**src/rtl/dram_controller.sv**
```systemverilog
// Single-bank DRAM controller for a 68000 bus: turns AS + address into RAS/CAS/OE strobes
// with multiplexed row/column address, returns DTACK, and runs periodic CAS-before-RAS refresh.
module dram_controller #(
  parameter int REFRESH_INTERVAL = 120,
  parameter int PRECHARGE_CYCLES = 2
) (
  input  logic        CLK,
  input  logic        RST,
  input  logic        AS,
  input  logic [23:0] ADDR_IN,
  output logic [10:0] ADDR_OUT,
  output logic        RAS,
  output logic        CAS,
  output logic        OE,
  output logic        DTACK_DRAM
);

  localparam int REF_W = (REFRESH_INTERVAL > 2) ? $clog2(REFRESH_INTERVAL) : 1;
  localparam int PH_W  = (PRECHARGE_CYCLES > 2) ? $clog2(PRECHARGE_CYCLES) : 1;

  typedef enum logic [2:0] {
    S_IDLE,
    S_ROW,
    S_COL,
    S_HOLD,
    S_PRE,
    S_REF_CAS,
    S_REF_RAS
  } state_e;

  state_e            state_q, state_d;
  logic [PH_W-1:0]   phase_q, phase_d;
  logic [REF_W-1:0]  ref_cnt_q, ref_cnt_d;
  logic              pend_q, pend_d;
  logic [10:0]       col_q, col_d;
  logic [10:0]       addr_q, addr_d;
  logic              ras_q, ras_d;
  logic              cas_q, cas_d;
  logic              oe_q, oe_d;
  logic              dtack_q, dtack_d;
  logic              selected;
  logic              expire;
  logic              unused_addr_bit;

  assign unused_addr_bit = ADDR_IN[0];
  assign selected        = !AS && !ADDR_IN[23];
  assign expire          = (ref_cnt_q == REF_W'(REFRESH_INTERVAL - 1));

  always_comb begin
    state_d = state_q;
    col_d   = col_q;
    case (state_q)
      S_IDLE: begin
        if (pend_q) begin
          state_d = S_REF_CAS;
        end else if (selected) begin
          state_d = S_ROW;
          col_d   = ADDR_IN[11:1];
        end
      end
      S_ROW:     state_d = S_COL;
      S_COL:     state_d = S_HOLD;
      S_HOLD:    if (AS) state_d = S_PRE;
      S_PRE:     if (phase_q == PH_W'(PRECHARGE_CYCLES - 1)) state_d = S_IDLE;
      S_REF_CAS: state_d = S_REF_RAS;
      S_REF_RAS: if (phase_q == PH_W'(1)) state_d = S_PRE;
      default:   state_d = S_IDLE;
    endcase

    // Phase counts clocks spent in the current state; restarts on every transition.
    phase_d = (state_d != state_q) ? '0 : phase_q + 1'b1;

    ref_cnt_d = expire ? '0 : ref_cnt_q + 1'b1;
    // Entering refresh consumes the request, even if the timer expires on the same edge.
    pend_d    = (state_q == S_IDLE && state_d == S_REF_CAS) ? 1'b0 : (pend_q | expire);

    // Outputs are registered from the next state so strobes line up with state entry.
    ras_d   = 1'b1;
    cas_d   = 1'b1;
    oe_d    = 1'b1;
    dtack_d = 1'b1;
    addr_d  = addr_q;
    case (state_d)
      S_IDLE: addr_d = ADDR_IN[22:12];
      S_ROW: begin
        ras_d  = 1'b0;
        addr_d = ADDR_IN[22:12];
      end
      S_COL, S_HOLD: begin
        ras_d   = 1'b0;
        cas_d   = 1'b0;
        oe_d    = 1'b0;
        dtack_d = 1'b0;
        addr_d  = col_d;
      end
      S_REF_CAS: cas_d = 1'b0;
      S_REF_RAS: begin
        cas_d = 1'b0;
        ras_d = 1'b0;
      end
      default: ;
    endcase
  end

  always_ff @(posedge CLK) begin
    if (RST) begin
      state_q   <= S_IDLE;
      phase_q   <= '0;
      ref_cnt_q <= '0;
      pend_q    <= 1'b0;
      addr_q    <= '0;
      ras_q     <= 1'b1;
      cas_q     <= 1'b1;
      oe_q      <= 1'b1;
      dtack_q   <= 1'b1;
    end else begin
      state_q   <= state_d;
      phase_q   <= phase_d;
      ref_cnt_q <= ref_cnt_d;
      pend_q    <= pend_d;
      addr_q    <= addr_d;
      ras_q     <= ras_d;
      cas_q     <= cas_d;
      oe_q      <= oe_d;
      dtack_q   <= dtack_d;
    end
  end

  always_ff @(posedge CLK) begin
    col_q <= col_d;
  end

  assign ADDR_OUT   = addr_q;
  assign RAS        = ras_q;
  assign CAS        = cas_q;
  assign OE         = oe_q;
  assign DTACK_DRAM = dtack_q;

endmodule

```
**config.mk**
```make
export PLATFORM = sky130hd
export DESIGN_NAME = dram_controller
export DESIGN_NICKNAME = d
export VERILOG_FILES = /design/src/rtl/dram_controller.sv
export SDC_FILE = /design/constraint.sdc
export NUM_CORES = 1
export LEC_CHECK = 0
export CAP_MARGIN = 20
export CORE_MARGIN = 2
export CORE_UTILIZATION = 48
export CTS_BUF_LIST = sky130_fd_sc_hd__clkbuf_8
export CTS_CLUSTER_SIZE = 24
export DETAILED_ROUTE_END_ITERATION = 10
export GPL_TIMING_DRIVEN = 0
export PLACE_DENSITY = 0.8
export SLEW_MARGIN = 0
export SYNTH_ARGS = -nofsm -noshare
export SYNTH_HDL_FRONTEND = slang
export SYNTH_SLANG_ARGS = --single-unit
```
**constraint.sdc**
```tcl
create_clock -name CLK -period 2.3 [get_ports CLK]
set_input_delay 0.23 -clock CLK [delete_from_list [all_inputs] [get_ports CLK]]
set_output_delay 0.23 -clock CLK [all_outputs]
set_load 0.1 [all_outputs]
```
==> results of run 1 <==
==> final cells by class <==
class	instances	area, µm²
Buffer	9	56.30
Clock buffer	6	82.58
Clock inverter	1	7.507
Fill cell	246	982.2
Inverter	3	11.26
Multi-Input combinational cell	97	665.6
Sequential cell	37	740.7
Tap cell	33	41.29
Timing Repair Buffer	39	390.4
==> cells by family after synthesis <==
| family | share of synthesized area, % |
|---|---|
| fa+ha+maj | 0.8488 |
| mux | 11.46 |
| buf+inv | 4.584 |
| xor+xnor | 2.377 |
| flops | 50.25 |
| compound gates | 16.13 |
| simple gates | 14.35 |
==> state kept, by name (all words and copies together), names as in the netlist <==
register / cells
state_q: 3
ADDR_OUT: 11
phase_q: 1
col_q: 11
CAS: 1
ref_cnt_q: 7
pend_q: 1
DTACK_DRAM: 1
RAS: 1
==> where the power goes <==
group | switching (mW) | internal, mW | total, mW
combinational | 0.362 | 0.203 | 0.565
sequential | 0.0481 | 0.738 | 0.786
clock | 0.229 | 0.237 | 0.465
total | 0.639 | 1.18 | 1.82
==> stage by stage <==
stage,hold slack (ns),setup WS (ns)
2_1_floorplan,0.3744,0.6835
3_3_place_gp,0.4218,0.2227
3_5_place_dp,0.4307,0.08685
4_1_cts,0.3087,0.2144
5_1_grt,0.3522,0.1670
6_report,0.3044,0.2242
==> metal layers <==
metal / vias to the layer above / routed length (µm)
li1: 612 / -
met3: 7 / 163
met2: 31 / 1699
met4: 0 / 58
met5: - / 0
met1: 605 / 1435
==> worst paths after layout <==
| path | endpoint | slack (ns) |
|---|---|---|
| min reg2reg | phase_q$_SDFF_PP0_ | 0.45 |
| min | state_q[2]$_SDFF_PP0_ | 0.30 |
| max | OE | 0.22 |
| max reg2reg | ADDR_OUT[5]$_SDFFE_PP0P_ | 0.37 |
==> layout by cell type, fill, tap and decap left out, drive strengths merged, types with 2 or more instances in the layout <==
cell type and count:
clkdlybuf4s50 39, xor2 2, nand2 15, o31ai 3, inv 3, mux2i 3, mux2 12, nor3b 2
o22ai 16, dfxtp 37, xnor2 2, a21oi 6, nor2 11, or2 2, buf 6, nor3 4
nand2b 3, nand3 2, clkbuf 9, and3 2
==> summary.md, run 1 <==
| Metric | Value |
|---|---|
| Outcome | `complete, no violations` |
| Initial antenna violation count | `0` |
| Detailed Place HPWL | `2402 µm` |
| Cell count of the worst hold path | `2` |
| Count leader, synth | `dfxtp_1` |
| Gpl congestion | `0.7537` |
| Primary FF master, synth | `dfxtp_1` |
| Initial Util | `49.50%` |
| Post-synth EDFFs | `0` |
| CP delay by family, top | `buffers and inverters` |
| Antenna viol nets, final | `0` |
| # rows | `20` |
| Ant diodes | `0` |
| Grt met3 use | `8.515%` |
| Post-CTS Setup Bufs | `0` |
| Worst reg2reg startpoint | `state_q[1]$_SDFF_PP0_` |
| Crit path depth | `2` |
| Final Cell Area | `0.001996 mm²` |
| Fin Setup TNS | `0 ns` |
| Crit start category | `flip-flop` |
| Critical path class | `reg -> out` |
| M1 GR Usage | `22.57%` |
| GRT overflow | `0` |
| Placed insts | `218` |
| Crit path buf inv count | `2` |
| I/O Buffers | `39` |
| H-Tree Level Count | `2` |
| First-pass GRT wire length | `5478 µm` |
| Synth Instances | `146` |
| Yosys reg bits | `37` |
| Synth Net Count | `174` |
| Final WL | `3356 µm` |
| Met2 Use GR | `38.46%` |
| Required time of the critical path | `2.07 ns` |
| DRT Pass-1 Iters | `4` |
| Post-layout util | `67.02%` |
| Worst r2r path cells | `5` |
| Avg Inst Size Synth | `10.10 µm²` |
| Final setup fails | `0` |
| Routed vias | `1255` |
| Slowest cell delay on critical path | `1.11 ns` |
| Layout area overhead | `35.40%` |
| RSZ-0062 raised after global routing | `false` |
| CTS Root Cell | `clkbuf_8` |
| F_max | `0.4817 GHz` |
| # clock sinks | `37` |
| Peak VDD IR | `0.0005788 V` |
| Clock buffer count from CTS | `5` |
| Post-synth ARST share | `0%` |
| Area after DPL | `0.001906 mm²` |
| Critical path startpoint | `DTACK_DRAM$_SDFF_PP1_` |
| Pins over their slew limit | `0` |
| Clock buffer depth | `2` |
| Synth area leaders | `dfxtp_1 (50%), mux2_2 (8.4%), o22ai_1 (6.8%)` |
| Post-CTS Hold Buffers | `0` |
| Full die area | `0.003530 mm²` |
| Synth area leader | `dfxtp_1` |
| Leakage power | `0.7797 nW` |
| Time the worst path needs with I/O delays and setup | `2.076 ns` |
| 1st-iter DRT viols | `36` |
| Post-route insts no fill | `225` |
| Die width | `59.42 µm` |
| # resized after CTS | `0` |
| # DRC | `0` |
| Hold Vio Cnt, Final | `0` |
| Clock transition at path regs | `0.07 ns` |
| Crit-path slowest cell | `clkdlybuf4s50_1` |
| Worst-path cell chain | `buf_4, clkdlybuf4s50_1` |
| Largest net degree at the start of global routing | `12` |
| Max cap viols | `0` |
| Post-DR wirelength/cell | `14.92 µm` |
| Total GRT Usage | `21.85%` |
| CP Capture Type | `primary output` |
| HP Start | `RST` |
| Warnings from Yosys | `0` |
| DIE HEIGHT | `59.42 µm` |
| Synth cell types | `35` |
| Layout cells sized above 1 | `16.67%` |
| Post-synthesis sequential area ratio | `50.25%` |
| Clk_lat worst skew | `0.29 ns` |
| Class of the tightest hold or removal check | `in -> reg` |
| Max-slew headroom | `32.26%` |
| CTS tree | `built` |
| Post-Syn Area | `0.001474 mm²` |
| Synth top area share | `50.25%` |
| GR peak layer | `met2` |
| Total chip power | `1.816 mW` |
| Crit share post-route | `90.25%` |
| Worst Skew | `0.005146 ns` |
| Nets | `220` |
| Vias per std cell | `5.578` |
| Vias in the first global route | `1263` |
| Commonest cells in the netlist | `dfxtp_1 (37), o22ai_1 (16), nand2_1 (15), mux2_2 (11), nor2_1 (11)` |
| Pwr Density | `910.0 mW/mm²` |
| Data arrival, critical path | `1.85 ns` |
| Core area | `0.002978 mm²` |
| # IOs | `42` |
| Crit path max fanout | `2` |
| Worst-Margin Slew | `1.008 ns` |
(Power assumes the default switching activity.)
==> inputs of run 2 (changes only) <==
--- a/config.mk
+++ b/config.mk
@@ -11,6 +11,7 @@
 export CTS_BUF_LIST = sky130_fd_sc_hd__clkbuf_8
 export CTS_CLUSTER_SIZE = 24
 export DETAILED_ROUTE_END_ITERATION = 10
+export GPL_ROUTABILITY_DRIVEN = 0
 export GPL_TIMING_DRIVEN = 0
 export PLACE_DENSITY = 0.8
 export SLEW_MARGIN = 0
==> results of run 2 <==
No change in the layout: final DEF, timing and power equal those of run 1.
